File: src/rtl/klp32_pkg.sv
// klp32_pkg: shared types and limits for the data-memory arbiter
package klp32_pkg;
  typedef enum logic [1:0] {IDLE, ACCESS, WAIT, RESP} arb_state_t;
  typedef enum logic {REQ_CPU, REQ_DBG} req_id_t;
  localparam int MEM_LAT_MAX = 8;
  localparam int STARVE_MAX_LIM = 15;
endpackage

File: src/rtl/arb_starve_ctr.sv
// arb_starve_ctr: CPU-first priority pick with a saturating debug-starvation counter
module arb_starve_ctr
  import klp32_pkg::*;
#(
  parameter int STARVE_MAX = 4
) (
  input  logic    clk,
  input  logic    reset,
  input  logic    arbEn,
  input  logic    cpuReq,
  input  logic    dbgReq,
  output logic    grantValid,
  output req_id_t grantId
);
  localparam int CNT_W = $clog2(STARVE_MAX_LIM + 1);
  localparam logic [CNT_W-1:0] LIMIT = CNT_W'(STARVE_MAX);
  logic [CNT_W-1:0] starveCnt;
  logic cpuWins;
  // CPU wins until dbg has lost LIMIT times in a row; a lone CPU request always wins
  always_comb begin
    cpuWins = cpuReq && (starveCnt < LIMIT || !dbgReq);
    grantValid = cpuReq || dbgReq;
    grantId = REQ_DBG;
    if (cpuWins) grantId = REQ_CPU;
  end
  // count consecutive dbg losses, clear once dbg is served
  always_ff @(posedge clk or negedge reset)
    if (!reset) starveCnt <= '0;
    else if (arbEn && grantValid)
      starveCnt <= !cpuWins ? '0 : (dbgReq && starveCnt < LIMIT) ? starveCnt + 1'b1 : starveCnt;
endmodule

File: src/rtl/dmem_arbiter.sv
// dmem_arbiter: shares one fixed-latency data memory between the core and the debug port
module dmem_arbiter
  import klp32_pkg::*;
#(
  parameter int ADDR_W     = 32,
  parameter int DATA_W     = 32,
  parameter int MEM_LAT    = 1,
  parameter int STARVE_MAX = 4
) (
  input  logic              clk,
  input  logic              reset,
  input  logic              cpu_req,
  input  logic              cpu_we,
  input  logic [ADDR_W-1:0] cpu_addr,
  input  logic [DATA_W-1:0] cpu_wdata,
  output logic [DATA_W-1:0] cpu_rdata,
  output logic              cpu_ready,
  input  logic              dbg_req,
  input  logic              dbg_we,
  input  logic [ADDR_W-1:0] dbg_addr,
  input  logic [DATA_W-1:0] dbg_wdata,
  output logic [DATA_W-1:0] dbg_rdata,
  output logic              dbg_ack,
  output logic              mem_en,
  output logic              mem_we,
  output logic [ADDR_W-1:0] mem_addr,
  output logic [DATA_W-1:0] mem_wdata,
  input  logic [DATA_W-1:0] mem_rdata,
  output logic              arb_busy
);
  localparam int LAT_W = $clog2(MEM_LAT_MAX);
  localparam logic [LAT_W-1:0] LAT_INIT = LAT_W'(MEM_LAT - 1);
  arb_state_t state, nextState;
  req_id_t grantId, winner;
  logic grantValid, latchWe, lastBeat;
  logic [ADDR_W-1:0] latchAddr;
  logic [DATA_W-1:0] latchWdata;
  logic [LAT_W-1:0] latCnt;

  arb_starve_ctr #(.STARVE_MAX(STARVE_MAX)) uStarve (
    .clk(clk),
    .reset(reset),
    .arbEn(state == IDLE),
    .cpuReq(cpu_req),
    .dbgReq(dbg_req),
    .grantValid(grantValid),
    .grantId(grantId)
  );

  assign lastBeat = state == WAIT && latCnt == '0;
  assign mem_addr = latchAddr;
  assign mem_wdata = latchWdata;

  // state register
  always_ff @(posedge clk or negedge reset)
    if (!reset) state <= IDLE;
    else state <= nextState;

  // next-state: one access beat, MEM_LAT wait beats, one response beat
  always_comb begin
    nextState = state;
    case (state)
      IDLE:    if (grantValid) nextState = ACCESS;
      ACCESS:  nextState = WAIT;
      WAIT:    if (latCnt == '0) nextState = RESP;
      default: nextState = IDLE;
    endcase
  end

  // outputs decoded from state and the latched winner
  always_comb begin
    mem_en = state == ACCESS;
    mem_we = state == ACCESS && latchWe;
    cpu_ready = state == RESP && winner == REQ_CPU;
    dbg_ack = state == RESP && winner == REQ_DBG;
    arb_busy = state != IDLE;
  end

  // latch the winning request so requesters may change fields after completion
  always_ff @(posedge clk or negedge reset)
    if (!reset) begin
      winner <= REQ_CPU;
      latchWe <= 1'b0;
      latchAddr <= '0;
      latchWdata <= '0;
    end else if (state == IDLE && grantValid) begin
      winner <= grantId;
      latchWe <= grantId == REQ_CPU ? cpu_we : dbg_we;
      latchAddr <= grantId == REQ_CPU ? cpu_addr : dbg_addr;
      latchWdata <= grantId == REQ_CPU ? cpu_wdata : dbg_wdata;
    end

  // memory latency countdown, loaded in the access beat
  always_ff @(posedge clk or negedge reset)
    if (!reset) latCnt <= '0;
    else if (state == ACCESS) latCnt <= LAT_INIT;
    else if (state == WAIT && latCnt != '0) latCnt <= latCnt - 1'b1;

  // capture read data for the winner on the last wait beat; writes leave both untouched
  always_ff @(posedge clk or negedge reset)
    if (!reset) begin
      cpu_rdata <= '0;
      dbg_rdata <= '0;
    end else if (lastBeat && !latchWe) begin
      if (winner == REQ_CPU) cpu_rdata <= mem_rdata;
      else dbg_rdata <= mem_rdata;
    end
endmodule

File: config.mk
export PLATFORM = sky130hd
export DESIGN_NAME = dmem_arbiter
export DESIGN_NICKNAME = d
export VERILOG_FILES = /design/src/rtl/klp32_pkg.sv /design/src/rtl/arb_starve_ctr.sv /design/src/rtl/dmem_arbiter.sv
export SDC_FILE = /design/constraint.sdc
export NUM_CORES = 1
export LEC_CHECK = 0
export CORE_MARGIN = 2
export CORE_UTILIZATION = 35
export DETAILED_ROUTE_END_ITERATION = 10
export GPL_TIMING_DRIVEN = 0
export PLACE_DENSITY = 0.73
export SYNTH_ARGS = -nofsm -noshare
export SYNTH_HDL_FRONTEND = slang
export SYNTH_SLANG_ARGS = --single-unit
export TNS_END_PERCENT = 5
File: constraint.sdc
create_clock -name clk -period 3.4 [get_ports clk]
set_input_delay 0.51 -clock clk [delete_from_list [all_inputs] [get_ports clk]]
set_output_delay 0.51 -clock clk [all_outputs]
set_load 0.02 [all_outputs]
==> run_results.csv, run 1 <==
group,metric,value,unit
timing,max_freq,401.2,MHz
cts,clk_path_buf_depth,2,
setup_path,arrival,1.98,ns
place,dp.cells,1086,
finish,mostFrequentLayoutCell,"clkdlybuf4s50_1",
place,port_buffers,298,
synthesis,yosysTopAreaCellShare,56.41,%
drt,first_pass_iters,4,
pwr,p_leak,3.995,nW
drt,drt-vias-per-instance,5.107,
grt,antenna_found_initial,0,
setup_path,crit_path_end_kind,"output port",
synthesis,synth_cells,562,
cts,clk_latency,0.41,ns
place,dp_hpwl,15020,um
synthesis,synth_top_area_cell,"dfrtp_1",
setup_path,critPathKind,"flip-flop to output port",
finish,final_area,10010,um2
die,ios,299,
synthesis,synth_area_leaders,"dfrtp_1 56%, mux2_2 12%, nand2_1 8.0%",
setup_path,required,2.89,ns
pwr,ir_worst_vdd,0.4632,mV
setup_path,r2r_end,"mem_addr[31]$_DFFE_PN0P_",
finish,layout.nets,1053,
synthesis,synth.avg_cell_area,10.97,um2
die,num_rows,48,
timing,fin_skew,0.008737,ns
place,place_ws,0.9106,ns
timing,period_share,73.31,%
drt,routed_wl,19870,um
setup_path,reg2reg_depth,7,
grt,busiest_layer,"met2",
setup_path,timing.rr.start,"state[0]$_DFFE_PN0P_",
grt,grt.met1_usage,25.86,%
run_status,outcome,"finished clean",
timing,finalWorstSetupSlack,0.9075,ns
grt,grtUsageMet2,34.64,%
drt,vias,5710,
cts,post_cts_resized,0,
setup_path,worst_setup_path_start_kind,"flip-flop",
timing,rsz0062_at_grt,"false",
place,place_area,9459,um2
cts,cts.htree.levels,4,
cts,numCtsBuffers,17,
synthesis,ys_seq_elements,139,
drt,ant_nets,0,
synthesis,syn-cell-area,6166,um2
finish,fin_util,58.08,%
timing,hold_ws,0.07648,ns
run,drv_cap,0,
timing,finalHoldViolCount,0,
finish,drive_above_1_share,12.99,%
drt,drc,0,
cts,cts_tree,"done",
die,die_h,136.7,um
timing,finalSetupTns,0,ns
die,core-area,17240,um2
grt,use_met3,8.741,%
timing,slew_violations,0,
timing,tightest_slew,0.6111,ns
grt,grt_max_degree,80,
grt,grt_usage,21.31,%
cts,cts-hold-fix-buffers,0,
finish,layout.cells.most_common_list,"297 x clkdlybuf4s50_1, 139 x dfrtp_1, 132 x nand2_1",
pwr,powerDensity,963.4,nW/um2
finish,diodes,0,
cts,post_cts_buffers,0,
timing,slew_headroom,59.26,%
timing,finalCriticalPeriod,2.493,ns
grt,grt_pass1_wl,30460,um
cts,cts_root_buffer,"clkbuf_16",
setup_path,critPathMaxFanout,10,
finish,fin_cells,1118,
synthesis,syn_nets,735,
grt,overflow,0,
die,die_w,136.7,um
drt,drtIter0Drc,221,
synthesis,synth_cell_type_count,30,
pwr,total_power,9.644,mW
cts,cts.sinks,139,
drt,routedWlPerCell,17.77,um
finish,syn2layout_area_growth,62.36,%
setup_path,r2r_slack,1.09,ns
place,gp_congestion,0.8327,
synthesis,ys_seq_area_share,56.41,%
die,dieArea,18700,um2
die,initial_core_util,35.77,%
synthesis,synth_warnings,0,
timing,final-setup-viol-count,0,
cts,clk_pin_slew_worst_paths,0.06,ns
min_path,hold_path_class,"input port to asynchronous set/reset pin",
grt,grt_pass1_vias,5659,
setup_path,crit_path_start,"state[0]$_DFFE_PN0P_",
-- metal layers --
layer | routed length, um | vias to the layer above
li1 | - | 2660
met1 | 7957 | 2763
met2 | 9436 | 268
met3 | 2172 | 19
met4 | 299 | 0
met5 | 0 | -
-- worst max path at each step --
| stage | to | slack, ns | depth (start not counted) |
|---|---|---|---|
| after floorplan | cpu_rdata[10]$_DFFE_PN0P_ | 1.53 | 7 |
| after global placement | mem_addr[11]$_DFFE_PN0P_ | -3.94 | 1 |
| after detailed placement | mem_wdata[26]$_DFFE_PN0P_ | 0.91 | 5 |
| after CTS | arb_busy | 0.88 | 5 |
| after global routing | mem_we | 0.80 | 4 |
| final | arb_busy | 0.91 | 5 |
-- state kept, by name, indices dropped and copies added (netlist names) --
| register | flops |
|---|---|
| cpu_rdata | 32 |
| mem_wdata | 32 |
| latCnt | 3 |
| dbg_rdata | 32 |
| mem_addr | 32 |
| state | 2 |
| latchWe | 1 |
| winner | 1 |
| uStarve.starveCnt | 4 |
-- Yosys cell counts --
library cell / instances
a21boi_0: 1
a21oi_1: 5
a22o_1: 1
a311oi_1: 1
and2_1: 4
buf_1: 11
buf_2: 12
buf_4: 1
buf_6: 3
clkbuf_1: 23
dfrtp_1: 139
ha_1: 7
inv_1: 6
mux2_1: 2
mux2_2: 64
nand2_1: 132
nand2b_1: 1
nand3_1: 2
nand4_1: 65
nand4b_1: 1
nor2_1: 3
nor2b_1: 2
nor4_4: 1
nor4bb_1: 1
o211ai_1: 65
o21a_1: 1
o21ai_0: 5
o2bb2ai_1: 1
o32a_1: 1
or3b_2: 1
-- cell families after synthesis --
family / share of synthesized area, %
mux: 12.05
fa+ha+maj: 1.420
compound gates: 9.558
simple gates: 16.48
flops: 56.41
buf+inv: 4.079
-- report_power, final --
part / leakage, nW / internal [mW] / switching, mW / total (mW)
logic: 2.06 / 2.41 / 2.55 / 4.96
registers: 1.67 / 2.48 / 0.469 / 2.95
clock network: 0.270 / 0.958 / 0.780 / 1.74
total: 4.00 / 5.84 / 3.80 / 9.64
-- layout make-up --
type	instances	area, um2
fillers	1499	7226
flip-flops and latches	139	3478
repair buffers	299	3012
multi-input cells	367	2436
clock buffers	17	425.4
well taps	225	281.5
plain buffers	50	229.0
clock inverters	15	126.4
inverters	6	22.52
-- critical path, cell delays in order, from the launching register on --
cell and delay [ns]:
dfrtp_1 0.37, inv_1 0.09, ha_1 0.20, buf_2 0.20
inv_1 0.09, clkdlybuf4s50_1 0.63
Power figures use the tool's default switching activity.
==> inputs of run 2 (changes only) <==
- clock period: 3.4 -> 2.35 ns (I/O delays scaled with it)
==> run 2 against run 1 <==
  * Sequential cell count unchanged
  * Setup slack got worse by 0.76 ns
  * Global-route usage unchanged
  * Register-to-register slack got worse by 0.89 ns
  * Final cell count hardly changed
  * Hold slack gained 0.41 ns
  * Sequential share of layout area about the same
  * Critical path depth shrank 2
  * Largest power group unchanged
==> run_results.csv, run 2 (synthesis results as in run 1) <==
group,metric,value,unit
place,gp_congestion,0.8327,
finish,layout.cells.most_common_list,"295 x clkdlybuf4s50_1, 139 x dfrtp_1, 132 x nand2_1",
cts,cts.htree.levels,4,
timing,finalHoldViolCount,0,
drt,ant_nets,0,
grt,grt_max_degree,80,
finish,drive_above_1_share,13.09,%
timing,tightest_slew,0.6067,ns
finish,diodes,0,
cts,cts.sinks,139,
grt,grtUsageMet2,34.69,%
finish,mostFrequentLayoutCell,"clkdlybuf4s50_1",
timing,max_freq,453.9,MHz
cts,numCtsBuffers,17,
grt,grt.met1_usage,25.81,%
finish,multi_input_area,2436,um2
setup_path,arrival,1.85,ns
min_path,worstHoldStart,"uStarve.starveCnt[1]$_DFFE_PN0P_",
timing,final-setup-viol-count,0,
grt,overflow,0,
grt,busiest_layer,"met2",
timing,rsz0062_at_grt,"false",
die,die_h,136.7,um
drt,first_pass_iters,4,
finish,fin_util,58.15,%
cts,clk_latency,0.42,ns
finish,syn2layout_area_growth,62.56,%
drt,routedWlPerCell,17.73,um
grt,antenna_found_initial,0,
setup_path,critPathMaxFanout,4,
setup_path,critPathKind,"flip-flop to output port",
finish,layout.nets,1054,
place,place_ws,0.01813,ns
pwr,ir_worst_vdd,0.6702,mV
min_path,hold_path_class,"flip-flop to flip-flop",
place,place_area,9459,um2
cts,cts_root_buffer,"clkbuf_16",
cts,clk_path_buf_depth,2,
grt,grt_pass1_wl,30460,um
pwr,p_leak,4.020,nW
die,ios,299,
grt,grt_usage,21.31,%
timing,period_share,93.75,%
timing,slew_violations,0,
drt,vias,5679,
setup_path,required,2.00,ns
drt,drc,0,
setup_path,worst_setup_path_start_kind,"flip-flop",
die,die_w,136.7,um
finish,seqCellArea,3478,um2
timing,fin_skew,0.01069,ns
drt,drt-vias-per-instance,5.075,
die,initial_core_util,35.77,%
die,dieArea,18700,um2
run,drv_cap,0,
cts,clk_pin_slew_worst_paths,0.06,ns
finish,fillers,1498,
place,port_buffers,298,
run_status,outcome,"finished clean",
die,num_rows,48,
grt,grt_pass1_vias,5670,
drt,drtIter0Drc,235,
finish,final_area,10020,um2
drt,routed_wl,19840,um
cts,cts_tree,"done",
place,dp_hpwl,15020,um
setup_path,crit_path_start,"state[1]$_DFFE_PN0P_",
setup_path,crit_path_end_kind,"output port",
setup_path,timing.rr.start,"state[0]$_DFFE_PN0P_",
die,core-area,17240,um2
timing,finalWorstSetupSlack,0.1469,ns
grt,use_met3,8.741,%
pwr,powerDensity,1391,nW/um2
timing,slew_headroom,59.55,%
timing,finalCriticalPeriod,2.203,ns
run 2: cell count changes in the layout (fill, tap and decap cells not counted), sizes merged:
cell / previous run / this run
buf: 29 / 28
clkbuf: 40 / 41
clkdlybuf4s50: 297 / 295
dlygate4sd2: 0 / 1
dlygate4sd3: 0 / 1
dlymetal6s2s: 0 / 1
run 2: layer usage:
layer / wire [um] / part of all wire [%]
met5: 0 / 0
met1: 7942 / 40
met2: 9490 / 48
met3: 2117 / 11
met4: 293 / 1.5
run 2: critical path: stages, from the launching register on:
cell and delay, ns:
dfrtp_1 0.39, ha_1 0.21, nor2b_1 0.19, clkdlybuf4s50_1 0.66
run 2: area by class of cell:
cell class | count | area share (%)
plain buffers | 50 | 2.297
clock buffers | 17 | 4.244
clock inverters | 15 | 1.261
inverters | 6 | 0.2247
multi-input cells | 367 | 24.30
flip-flops and latches | 139 | 34.70
well taps | 225 | 2.809
repair buffers | 300 | 30.16
run 2: through the flow:
stage / instances / power [mW] / hold WS, ns / TNS (ns)
after floorplan: 562 / 8.009 / 0.05691 / 0
after global placement: 1085 / 11.41 / 0.4721 / -669.08
after detailed placement: 1086 / 11.53 / 0.3792 / 0
after CTS: 1119 / 14.08 / 0.4840 / 0
after global routing: 1119 / 14.80 / 0.4942 / 0
final: 1119 / 13.95 / 0.4900 / 0
run 2: final timing paths:
kind / slack (ns) / endpoint / depth (start not counted)
setup / recovery: 0.15 / cpu_ready / 3
hold / removal: 0.49 / uStarve.starveCnt[1]$_DFFE_PN0P_ / 2
setup reg to reg: 0.20 / cpu_rdata[20]$_DFFE_PN0P_ / 7
hold reg to reg: 0.49 / uStarve.starveCnt[1]$_DFFE_PN0P_ / 2
max in group asynchronous: 1.07 / mem_wdata[9]$_DFFE_PN0P_ / 3
min in group asynchronous: 0.50 / dbg_rdata[3]$_DFFE_PN0P_ / 2
run 2: power breakdown:
group,leakage (nW),internal [mW],switching [mW]
registers,1.67,3.59,0.673
clock network,0.270,1.39,1.13
logic,2.08,3.48,3.69
total,4.02,8.45,5.50
run 2: repair_timing:
| item | 4_1_cts | 5_1_grt |
|---|---|---|
| cloned | 0 | 0 |
| setup endpoints to repair | 1 | 10 |
| resized for setup | 1 | 2 |
| hold buffers | 1 | 0 |
| setup buffers | 0 | 0 |
| pin swaps | 0 | 0 |
| hold endpoints to repair | 60 | 0 |
